## src/rtl/hamming_top.sv

```systemverilog
// Hamming(12,8) single-error-correcting loopback: encoder register, channel with optional
// compile-time bit flip, then syndrome decode/correct into the output register.
module hamming_top #(
    parameter int unsigned ERR_POS = 0
) (
    input  logic       clk,
    input  logic       rst,
    input  logic [7:0] data,
    output logic [7:0] q
);

    logic [11:0] encoder_out;
    logic [11:0] rx;
    logic [11:0] corrected;
    logic [3:0]  syndrome;
    logic [7:0]  extracted;

    // Position i lives at bit i-1; parity at positions 1, 2, 4 and 8.
    function automatic logic [11:0] encode(input logic [7:0] d);
        logic [11:0] cw;
        cw[2]  = d[0];
        cw[4]  = d[1];
        cw[5]  = d[2];
        cw[6]  = d[3];
        cw[8]  = d[4];
        cw[9]  = d[5];
        cw[10] = d[6];
        cw[11] = d[7];
        cw[0]  = d[0] ^ d[1] ^ d[3] ^ d[4] ^ d[6];
        cw[1]  = d[0] ^ d[2] ^ d[3] ^ d[5] ^ d[6];
        cw[3]  = d[1] ^ d[2] ^ d[3] ^ d[7];
        cw[7]  = d[4] ^ d[5] ^ d[6] ^ d[7];
        return cw;
    endfunction

    // Out-of-range ERR_POS yields an all-zero mask, disabling injection.
    function automatic logic [11:0] err_mask();
        logic [11:0] m;
        for (int unsigned i = 0; i < 12; i++) begin
            m[i] = (ERR_POS == i + 1);
        end
        return m;
    endfunction

    localparam logic [11:0] ErrMask = err_mask();

    always_ff @(posedge clk or posedge rst) begin
        if (rst) begin
            encoder_out <= 12'h000;
        end else begin
            encoder_out <= encode(data);
        end
    end

    assign rx = encoder_out ^ ErrMask;

    always_comb begin
        syndrome = 4'h0;
        for (int p = 1; p <= 12; p++) begin
            if (rx[p-1]) begin
                syndrome = syndrome ^ 4'(p);
            end
        end
    end

    // Syndromes 13..15 point outside the codeword: pass rx through uncorrected.
    always_comb begin
        corrected = rx;
        if (syndrome >= 4'd1 && syndrome <= 4'd12) begin
            corrected[syndrome - 4'd1] = ~rx[syndrome - 4'd1];
        end
    end

    assign extracted = {corrected[11], corrected[10], corrected[9], corrected[8],
                        corrected[6], corrected[5], corrected[4], corrected[2]};

    always_ff @(posedge clk or posedge rst) begin
        if (rst) begin
            q <= 8'h00;
        end else begin
            q <= extracted;
        end
    end

endmodule

```

## config.mk

```make
export PLATFORM = sky130hd
export DESIGN_NAME = hamming_top
export DESIGN_NICKNAME = d
export VERILOG_FILES = /design/src/rtl/hamming_top.sv
export SDC_FILE = /design/constraint.sdc
export NUM_CORES = 1
export LEC_CHECK = 0
export CORE_AREA = 2 2 54 56
export CTS_BUF_LIST = sky130_fd_sc_hd__clkbuf_8
export DETAILED_ROUTE_END_ITERATION = 8
export DIE_AREA = 0 0 56 58
export PLACE_DENSITY = 0.84
export REMOVE_ABC_BUFFERS = 1
export SYNTH_ARGS = -nofsm -noshare
export SYNTH_HDL_FRONTEND = slang
export SYNTH_SLANG_ARGS = --single-unit
export TNS_END_PERCENT = 30
```

## constraint.sdc

```tcl
create_clock -name clk -period 2.9 [get_ports clk]
set_input_delay 0.58 -clock clk [delete_from_list [all_inputs] [get_ports clk]]
set_output_delay 0.58 -clock clk [all_outputs]
set_load 0.02 [all_outputs]
```

Word-level counts from Yosys, hierarchy flattened
Index checks and enable logic that the tools add are counted.
- register bits after elaboration: 20
- latch bits: 0
- bits in writable memories: 0
- bits in read-only memories: 0
- bits of input ports: 10
- memories kept: 0
- $add $sub $neg: 1
- multiply operators: 0
- div/mod/pow operators: 0
- $lt $le $gt $ge: 4
- equality and inequality tests: 0
- shift operators: 0
- multiplexer cells: 18
- bitwise logic cells: 26
- reduce and logical (&&, ||, !) cells: 2
- operators by type and width (operator ; count):
    4-bit 2-to-1 mux ; 5
    1-bit bitwise XOR ; 14
    12-bit bitwise mux ; 1
    12-bit 2-to-1 mux ; 1
    3-bit 2-to-1 mux ; 4
    2-bit inverter ; 6
    4-bit by 1-bit >= comparator with 1-bit output, second input constant ; 2
    3-bit inverter ; 2
    4-bit by 5-bit less-than comparator with 1-bit output, second input constant ; 1
    1-bit binary-select mux with 4-bit select ; 1
    1-bit demux with 4-bit select ; 1
    4-bit less-or-equal comparator, second input constant ; 1
    2-bit 2-to-1 mux ; 2
    4-bit by 1-bit subtractor with 4-bit output, second input constant ; 1
    1-bit 2-to-1 mux ; 3
    1-bit inverter, first input constant ; 3
    1-bit logical AND ; 2
    1-bit inverter ; 1

Depth between registers and ports, before layout
Gate-level depths: netlist (run 1).
- depth after elaboration: 27
- depth in mapped cells: 10
- mapped depth without buffers: 8

Least setup slack after synthesis (run 1)
Ideal clock, no wire load.
- kind: flip-flop to flip-flop
- from: reg encoder_out[10]
- to: reg q[7]
- library setup time: 0.128 ns
- data arrival time: 2.565 ns
- slack: 0.207 ns
- cell stages (with the launch flop): 11
- buffers on the path: 2
- clock period less this slack: 2.693 ns
- cells stage by stage: dfrtp_1 buf_6 xnor2_2 xnor2_4 xnor2_2 ha_1 buf_1 and4b_1 nor4_1 a21bo_2 mux2_1
- word-level cells in the longest chain between the ends: 10
- elaborated cells between the ends (all ways): 17
- classes of those cells: add/sub (1); order compare (4); mux (8); bitwise (2); reduce/logical (2)
- ends and longest elaborated chain (element ; RTL line ; source):
    from (decl) ; 12 ; logic [11:0] encoder_out;
    from (signal assigned) ; 51 ; encoder_out <= encode(data);
    4-bit 2-to-1 mux ; 60 ; if (rx[p-1]) begin
    2-bit inverter (no line) ; - ;
    4-bit 2-to-1 mux ; 60 ;
    4-bit by 1-bit subtractor with 4-bit output ; 70 ; corrected[syndrome - 4'd1] = ~rx[syndrome - 4'd1];
    4-bit by 5-bit less-than comparator with 1-bit output (implied by the code) or 4-bit by 1-bit >= comparator with 1-bit output (tied branches) ; 70 ;
    1-bit logical AND (implied by the code) ; 70 ;
    1-bit 2-to-1 mux (implied by the code) ; 70 ;
    1-bit demux with 4-bit select ; 70 ;
    12-bit bitwise mux ; 70 ;
    12-bit 2-to-1 mux * ; 69 ; if (syndrome >= 4'd1 && syndrome <= 4'd12) begin
    net corrected[11] ; 14 ; logic [11:0] corrected;
    to (signal assigned) ; 81 ; q <= extracted;
    to (decl) ; 9 ; output logic [7:0] q
Mark *: on every way through the listed nets, which the timed path passes. The rest lies on a longest branch. The select of a mux whose other input is x is not followed.

Final worst setup path (run 1)
Same ends and word-level chain as after synthesis.

==> results of run 1 <==
==> final cells by class <==
class | count | area [µm²] | share of cell area, %
flip-flops and latches | 20 | 500 | 32.6
multi-input cells | 84 | 747 | 48.7
well taps | 31 | 38.8 | 2.53
repair buffers | 18 | 178 | 11.6
inverters | 4 | 15.0 | 0.979
clock buffers | 4 | 55.1 | 3.59
==> power breakdown <==
group | total [W] | internal (W) | switching (W)
sequential | 0.000363 | 0.000323 | 0.0000394
combinational | 0.000639 | 0.000314 | 0.000325
clock | 0.000214 | 0.000121 | 0.0000932
total | 0.00122 | 0.000759 | 0.000457
==> through the flow <==
stage               std cells  util [%]  hold slack (ns)  total power, W  setup slack, ns
finish                    161      57.6            0.650         0.00122            0.191
global route              161      57.6            0.678         0.00130           0.0506
CTS                       161      57.6            0.662         0.00122            0.207
detailed placement        157      55.5            0.639         0.00100            0.226
global placement          157      55.5            0.607        0.000978            0.322
floorplan                 108         -            0.544        0.000830            0.327
==> cells by family (layout without fill, tap and decap cells) <==
group                    count (synthesis)  after routing  synth area share, %
AO/OA/AOI/OAI                           13             13                 7.34
buffers and inverters                   10             26                 3.76
multiplexers                             8              8                 7.14
XOR/XNOR                                31             31                 28.3
adder cells (fa/ha/maj)                  2              2                 1.93
AND/OR/NAND/NOR                         30             30                 12.9
flip-flops                              20             20                 38.6
==> state kept, by name, indices dropped and copies added (netlist names) <==
signal,count
q,8
encoder_out,12
==> layout by cell type, fill, tap and decap left out, types with 2 or more instances in the layout <==
master and n:
xor2_1 7, nand2_1 5, a21bo_2 2, nand2b_1 2, a31oi_1 2, nor3_1 5, inv_2 2, xnor2_4 2
dfrtp_1 20, a21boi_0 2, mux2_2 4, inv_1 2, xnor2_1 16, clkdlybuf4s50_1 17, xnor2_2 4, nor2_1 5
nor4_1 4, mux2_1 2, clkbuf_8 4, o22ai_1 2, xnor3_1 2, nand3b_1 2, nand3_1 3, ha_1 2
and4b_1 2
==> per-layer routing <==
metal | vias up | routed length (µm)
li1 | 423 | -
met1 | 436 | 937
met2 | 28 | 1260
met3 | 5 | 126
met4 | 0 | 44
met5 | - | 0
==> worst max-delay path: cells and delay by family, from the launching register on <==
family / cells / cell delay (ns)
flip-flops: 1 / 0.49
XOR/XNOR: 3 / 0.69
AND/OR/NAND/NOR: 2 / 0.47
AO/OA/AOI/OAI: 1 / 0.28
multiplexers: 1 / 0.28
adder cells (fa/ha/maj): 1 / 0.38
==> cell usage after synthesis (all sizes together) <==
cell	number
xnor2	22
dfrtp	20
mux2	7
xor2	7
nor2	6
buf	5
nand2	5
nor3	5
inv	4
nor4	4
nand3	3
a21bo	2
a21boi	2
a31oi	2
and4b	2
ha	2
nand2b	2
nand3b	2
o22ai	2
xnor3	2
a211o	1
a21oi	1
a31o	1
clkbuf	1
mux2i	1
o21a	1
o21ai	1
or3	1
==> final timing paths <==
kind                       slack [ns]             from               to  depth (start not counted)
max reg2reg                      0.19  encoder_out[10]             q[7]                          8
min in group asynchronous        0.74              rst  encoder_out[10]                          2
max                              0.19  encoder_out[10]             q[7]                          8
min                              0.65   encoder_out[5]             q[2]                          1
max in group asynchronous        1.70              rst             q[1]                          2
min reg2reg                      0.65   encoder_out[5]             q[2]                          1
==> impl_metrics.env, run 1 <==
export IMPL_status="completed"
export IMPL_cts_max_level=1
export IMPL_max_freq_ghz=0.369
export IMPL_worstSetupEndpointType="flop"
export IMPL_ys_seq_elements=20
export IMPL_place_area_um2=1480
export IMPL_wl_um=2360
export IMPL_yosysTopAreaCellShare_pct=38.6
export IMPL_die_area_um2=3250
export IMPL_diodes=0
export IMPL_cts_tree="done"
export IMPL_grt_ovfl_total=0
export IMPL_root_buffer="clkbuf_8"
export IMPL_syn_instance_count=114
export IMPL_stdcell_area_um2=1530
export IMPL_hold_path_class="flop to flop"
export IMPL_cts_sinks=20
export IMPL_gp_congestion=0.882
export IMPL_cts_setup_buffers=0
export IMPL_viasPerCell=5.54
export IMPL_clkLatencyLatePin_ns=0.26
export IMPL_synth_top_cell_by_area="dfrtp_1"
export IMPL_firstDrtPassIters=4
export IMPL_cp_slowest_stage_delay_ns=0.49
export IMPL_post_cts_resized=0
export IMPL_initial_core_util_pct=48.7
export IMPL_critPathLaunchType="flop"
export IMPL_path_cells="xnor2_2, xnor2_4, xnor2_2, ha_1, and4b_1, nor4_1, a21bo_2, mux2_1"
export IMPL_layout_drive_gt1_share_pct=16.2
export IMPL_antenna_left=0
export IMPL_fp_row_count=19
export IMPL_timing_setup_tns_ns=0
export IMPL_syn_area_per_cell_um2=11.4
export IMPL_post_drt_wl_per_cell_um=14.7
export IMPL_drtIter0Drc=36
export IMPL_synth_area_leaders="dfrtp_1 (39%), xnor2_1 (11%), xnor2_2 (5.0%), xor2_1 (4.7%), xnor2_4 (4.2%)"
export IMPL_grt_pass1_wl_um=4040
export IMPL_die_h_um=58
export IMPL_yosysSeqAreaShare_pct=38.6
export IMPL_coreArea_um2=2660
export IMPL_dr_total_vias=892
export IMPL_grtUsageMet3_pct=3.79
export IMPL_yosysWarnings=0
export IMPL_final_fill_count=223
export IMPL_netlist_area_um2=1300
export IMPL_met2_usage_pct=30.9
export IMPL_rsz0062_at_grt="false"
export IMPL_die_w_um=56
export IMPL_peakVddDrop_mv=0.593
export IMPL_critPathArrivalTime_ns=2.86
export IMPL_finalHoldViolCount=0
export IMPL_tightestPinTransition_ns=0.735
export IMPL_pwr_density_cell_nw_per_um2=793
export IMPL_io_pins=18
export IMPL_met1_usage_pct=17.7
export IMPL_nNetsFinal=143
export IMPL_cap_violations=0
export IMPL_leakagePower_nw=0.634
export IMPL_port_buffers=17
export IMPL_cts_inserted_buffers=3
export IMPL_grt_pass1_vias=918
export IMPL_fin_worst_skew_ns=0.00154
export IMPL_grt_util_all_layers_pct=16.7
export IMPL_slew_violations=0
export IMPL_dp_hpwl_um=1880
export IMPL_antenna_found_initial=0
export IMPL_relSlewSlack_pct=51.0
export IMPL_path_clk_slew_ns=0.07
export IMPL_route_detailed_drc=0
export IMPL_cp_required_ns=3.05
export IMPL_cp_max_fo=8
export IMPL_period_needed_ns=2.71
export IMPL_worst_setup_path_type="flop to flop"
export IMPL_clk_path_buf_depth=2
export IMPL_synth_distinct_cells=36
export IMPL_crit_top_cell="xnor2_2"
export IMPL_setup_viol=0
export IMPL_busiest_layer="met2"
export IMPL_grt_max_degree=21
export IMPL_fin_crit_sh_pct=93.4
export IMPL_area_growth_pct=18.3
export IMPL_cp_slowest_cell="dfrtp_1"
export IMPL_cts_hold_buf=0
Note: power is estimated with default switching activity, not from simulation.
==> run 2: changes to the inputs <==
CORE_AREA = 2 2 52 54   (was 2 2 54 56)
DIE_AREA = 0 0 54 56   (was 0 0 56 58)
GPL_TIMING_DRIVEN = 0   (was unset)
PLACE_DENSITY = 0.87   (was 0.84)
clock period = 2.7 ns   (was 2.9 ns; I/O delays follow)
==> run 2 against run 1 <==
Total power is 6.5% higher. Sequential power is 7.2% higher. Critical path type unchanged. Core utilization is 6.6 points higher. Clock power is 8% lower. Clock skew hardly changed. Cell count is 0.62% lower. Largest cell class unchanged. Via count is 4.4% lower. Sequential cell count stayed put.
==> impl_metrics.env, run 2 (synthesis gave the netlist of run 1 again) <==
export IMPL_port_buffers=17
export IMPL_antenna_found_initial=0
export IMPL_top_register="encoder_out"
export IMPL_coreArea_um2=2430
export IMPL_path_cells="xnor2_1, xnor2_1, xnor2_2, ha_4, and4b_1, nor4_1, a21bo_2, mux2_1"
export IMPL_critPathArrivalTime_ns=2.74
export IMPL_status="completed"
export IMPL_die_area_um2=3020
export IMPL_dp_hpwl_um=1730
export IMPL_reg2reg_from="encoder_out[10]"
export IMPL_place_area_um2=1470
export IMPL_clkLatencyLatePin_ns=0.26
export IMPL_nNetsFinal=144
export IMPL_cpLargestDelayFamily="XOR/XNOR gates"
export IMPL_viasPerCell=5.33
export IMPL_startpoint="encoder_out[10]"
export IMPL_r2r_end="q[6]"
export IMPL_antenna_left=0
export IMPL_post_drt_wl_per_cell_um=13.9
export IMPL_worst_path_stages=8
export IMPL_fp_row_count=18
export IMPL_finalNonFillerCells=160
export IMPL_worstSetupEndpointType="flop"
export IMPL_timing_hold_ws_ns=0.636
export IMPL_cp_max_fo=10
export IMPL_cts_tree="done"
export IMPL_swShare_pct=38.0
export IMPL_p_comb_share_pct=54.8
export IMPL_r2r_cells=8
export IMPL_max_freq_ghz=0.385
export IMPL_place_inst=155
export IMPL_worstHoldEndpoint="q[5]"
export IMPL_cp_required_ns=2.84
export IMPL_fin_crit_sh_pct=96.2
export IMPL_dr_total_vias=853
export IMPL_final_cell_mix="dfrtp_1 (17), clkdlybuf4s50_1 (17), xnor2_1 (15)"
export IMPL_io_pins=18
export IMPL_cp_slowest_stage_delay_ns=0.50
export IMPL_die_w_um=54
export IMPL_grt_ovfl_total=0
export IMPL_tightestPinTransition_ns=0.730
export IMPL_grt_pass1_wl_um=3880
export IMPL_area_growth_pct=20.5
export IMPL_worstHoldStart="encoder_out[9]"
export IMPL_cts_hold_buf=0
export IMPL_wl_um=2230
export IMPL_path_clk_slew_ns=0.07
export IMPL_route_detailed_drc=0
export IMPL_stdcell_area_um2=1560
export IMPL_cts_inserted_buffers=3
export IMPL_crit_top_cell="xnor2_1"
export IMPL_final_fill_count=201
export IMPL_hold_path_class="flop to flop"
export IMPL_period_needed_ns=2.60
export IMPL_cts_sinks=20
export IMPL_worst_setup_path_type="flop to flop"
export IMPL_gp_congestion=0.769
export IMPL_p_sw_w=0.000492
export IMPL_layout_drive_gt1_share_pct=20.0
export IMPL_fin_worst_skew_ns=0.00171
export IMPL_grt_max_degree=21
export IMPL_finalHoldViolCount=0
export IMPL_power_w=0.00130
export IMPL_utilization_pct=64.2
export IMPL_slew_violations=0
export IMPL_p_clk_share_pct=15.2
export IMPL_peakVddDrop_mv=0.484
export IMPL_clk_path_buf_depth=2
export IMPL_initial_core_util_pct=53.3
export IMPL_cts_max_level=1
export IMPL_pwr_density_cell_nw_per_um2=829
export IMPL_firstDrtPassIters=3
export IMPL_cap_violations=0
export IMPL_relSlewSlack_pct=51.3
export IMPL_largest_register_ffs=12
export IMPL_cp_slowest_cell="dfrtp_2"
export IMPL_grt_pass1_vias=859
export IMPL_worst_r2r_setup_slack_ns=0.10
export IMPL_critPathLaunchType="flop"
export IMPL_drtIter0Drc=1
export IMPL_hold_depth=1
export IMPL_worst_path_buf_inv=0
export IMPL_pwr_share_seq_pct=30.0
export IMPL_leakagePower_nw=0.636
export IMPL_reg_top3="encoder_out: 12 flops, q: 8 flops"
export IMPL_root_buffer="clkbuf_8"
export IMPL_p_int_w=0.000803
export IMPL_setup_viol=0
export IMPL_diodes=0
export IMPL_die_h_um=56
export IMPL_grt_util_all_layers_pct=17.8
## run 2: layout make-up
class	count	area (µm²)	area share [%]
multi-input cells	84	778	49.8
flip-flops and latches	20	504	32.3
repair buffers	19	185	11.9
clock buffers	3	41.3	2.64
well taps	30	37.5	2.40
inverters	4	15.0	0.962
## run 2: through the flow
stage	TNS, ns	setup slack [ns]
after floorplan	0	0.127
final	0	0.102
after CTS	0	0.00150
after global routing	-0.0365	-0.0365
after detailed placement	-0.597	-0.149
after global placement	-0.116	-0.0419
## run 2: routing by layer
metal  GRT usage (%)  share of wire (%)
met4            7.50                2.0
met1            18.6                 38
met3            4.84                4.5
met5               0                  0
met2            31.9                 55
## run 2: how the worst max path moves through the flow
stage,endpoint
6_report,q[6]
3_5_place_dp,q[6]
5_1_grt,q[6]
4_1_cts,q[6]
2_1_floorplan,q[6]
3_3_place_gp,q[7]
## run 2: power by group through the flow
stage                     combinational (W)  sequential, W  clock, W
after detailed placement           0.000661       0.000394         0
after floorplan                    0.000468       0.000424         0
after global placement             0.000633       0.000389         0
after global routing               0.000776       0.000395  0.000218
final                              0.000709       0.000389  0.000197
after CTS                          0.000676       0.000390  0.000203
## run 2: what timing repair did
action                     4_1_cts  5_1_grt
cloned                           0        0
setup endpoints to repair        5        5
resized for setup                5        2
buffers inserted                 1        1
hold endpoints to repair         0        0
pin swaps                        2        1
==> run 3: changes to the inputs <==
CORE_AREA = 2 2 49 56   (was 2 2 52 54)
DIE_AREA = 0 0 51 58   (was 0 0 54 56)
PLACE_DENSITY = 0.88   (was 0.87)
SETUP_SLACK_MARGIN = 0.15   (was unset)
==> run 3 against run 2 <==
Total power up 11%. Clock-buffer cell count grew 1. Sequential share of layout area fell by 2.2 points. Fmax is 3.9% higher. Worst setup slack better by 0.096 ns. Via count grew 9.4%. Hold slack got worse by 0.0061 ns.
==> impl_metrics.env, run 3 (synthesis gave the netlist of run 1 again) <==
export IMPL_status="completed"
export IMPL_fin_ws_ns=0.199
export IMPL_period_needed_ns=2.50
export IMPL_cp_max_fo=8
export IMPL_critPathArrivalTime_ns=2.65
export IMPL_fin_crit_sh_pct=92.6
export IMPL_grt_max_degree=21
export IMPL_clkLatencyLatePin_ns=0.26
export IMPL_antenna_left=0
export IMPL_cts_inserted_buffers=3
export IMPL_layout_drive_gt1_share_pct=29.5
export IMPL_final_cell_mix="clkdlybuf4s50_1 (17), dfrtp_1 (15), xnor2_1 (13)"
export IMPL_slew_violations=0
export IMPL_reg_top3="encoder_out: 12 flops, q: 8 flops"
export IMPL_hold_path_class="flop to flop"
export IMPL_cts_hold_buf=0
export IMPL_gp_congestion=0.816
export IMPL_cp_required_ns=2.84
export IMPL_timing_setup_tns_ns=0
export IMPL_fp_row_count=19
export IMPL_grt_pass1_vias=933
export IMPL_place_inst=156
export IMPL_area_growth_pct=30.1
export IMPL_clk_path_buf_depth=2
export IMPL_place_area_um2=1470
export IMPL_cts_sinks=20
export IMPL_r2r_cells=8
export IMPL_antenna_found_initial=0
export IMPL_io_pins=18
export IMPL_relSlewSlack_pct=52.0
export IMPL_wl_um=2450
export IMPL_dp_hpwl_um=1740
export IMPL_max_freq_ghz=0.400
export IMPL_post_drt_wl_per_cell_um=14.4
export IMPL_path_clk_slew_ns=0.07
export IMPL_grt_ovfl_total=0
export IMPL_leakagePower_nw=0.700
export IMPL_timing_hold_ws_ns=0.630
export IMPL_drtIter0Drc=22
export IMPL_finalHoldViolCount=0
export IMPL_finalNonFillerCells=170
export IMPL_die_area_um2=2960
export IMPL_top_register="encoder_out"
export IMPL_cts_tree="done"
export IMPL_cts_max_level=1
export IMPL_dr_total_vias=933
export IMPL_grt_util_all_layers_pct=19.4
export IMPL_worst_setup_path_type="flop to flop"
export IMPL_hold_depth=1
export IMPL_largest_register_ffs=12
export IMPL_stdcell_area_um2=1690
export IMPL_port_buffers=17
export IMPL_coreArea_um2=2400
export IMPL_root_buffer="clkbuf_8"
export IMPL_post_place_ws_ns=-0.199
export IMPL_final_common_cell="clkdlybuf4s50_1"
export IMPL_peakVddDrop_mv=0.434
export IMPL_nNetsFinal=152
export IMPL_die_h_um=58
export IMPL_die_w_um=51
export IMPL_diodes=0
export IMPL_grt_pass1_wl_um=4080
export IMPL_worstSetupEndpointType="flop"
export IMPL_firstDrtPassIters=4
export IMPL_critPathLaunchType="flop"
export IMPL_viasPerCell=5.49
export IMPL_fin_worst_skew_ns=0.00140
export IMPL_route_detailed_drc=0
export IMPL_initial_core_util_pct=54.0
export IMPL_rsz0062_at_grt="true"
export IMPL_pwr_density_cell_nw_per_um2=851
export IMPL_cap_violations=0
export IMPL_setup_viol=0
export IMPL_tightestPinTransition_ns=0.720
## run 3: report_power, final
group	internal [W]	total, W	switching [W]
sequential	0.000348	0.000391	0.0000425
combinational	0.000424	0.000820	0.000395
clock	0.000130	0.000225	0.0000950
total	0.000903	0.00144	0.000533
## run 3: path summary, 6_finish.rpt
path	from	slack (ns)	endpoint
hold / removal	encoder_out[5]	0.63	q[2]
min in group asynchronous	rst	0.69	encoder_out[7]
max in group asynchronous	rst	1.51	encoder_out[6]
setup reg to reg	encoder_out[6]	0.20	q[6]
setup / recovery	encoder_out[6]	0.20	q[6]
hold reg to reg	encoder_out[5]	0.63	q[2]
## run 3: cell type report
cell class | count | area [µm²]
Fill cell | 164 | 714
Timing Repair Buffer | 27 | 245
Clock buffer | 4 | 55.1
Sequential cell | 20 | 507
Inverter | 4 | 15.0
Multi-Input combinational cell | 84 | 826
Tap cell | 31 | 38.8
## run 3: critical path, cell delays in order (launching register included)
cell     delay, ns
dfrtp_2       0.48
xnor2_4       0.26
xnor2_4       0.13
xnor2_4       0.15
ha_4          0.33
and4b_1       0.21
nor4_2        0.25
a21bo_2       0.28
mux2_1        0.28
## run 3: what timing repair did
| action | in CTS | in global routing |
|---|---|---|
| endpoints found under the setup margin | 5 | 5 |
| pin swaps | 3 | 6 |
| setup buffers | 5 | 5 |
| gates resized for setup | 7 | 8 |
## run 3: metal layers
layer | routed length [µm] | part of all wire, % | GRT usage (%)
met5 | 0 | 0 | 0
met4 | 64 | 2.6 | 10.4
met3 | 113 | 4.6 | 4.38
met2 | 1400 | 57 | 36.2
met1 | 869 | 35 | 19.8
## run 3: through the flow
| stage | total power (W) | utilization, % |
|---|---|---|
| after floorplan | 0.000892 | - |
| after global placement | 0.00102 | 61.3 |
| after detailed placement | 0.00106 | 61.3 |
| after CTS | 0.00134 | 66.6 |
| after global routing | 0.00153 | 70.2 |
| final | 0.00144 | 70.2 |
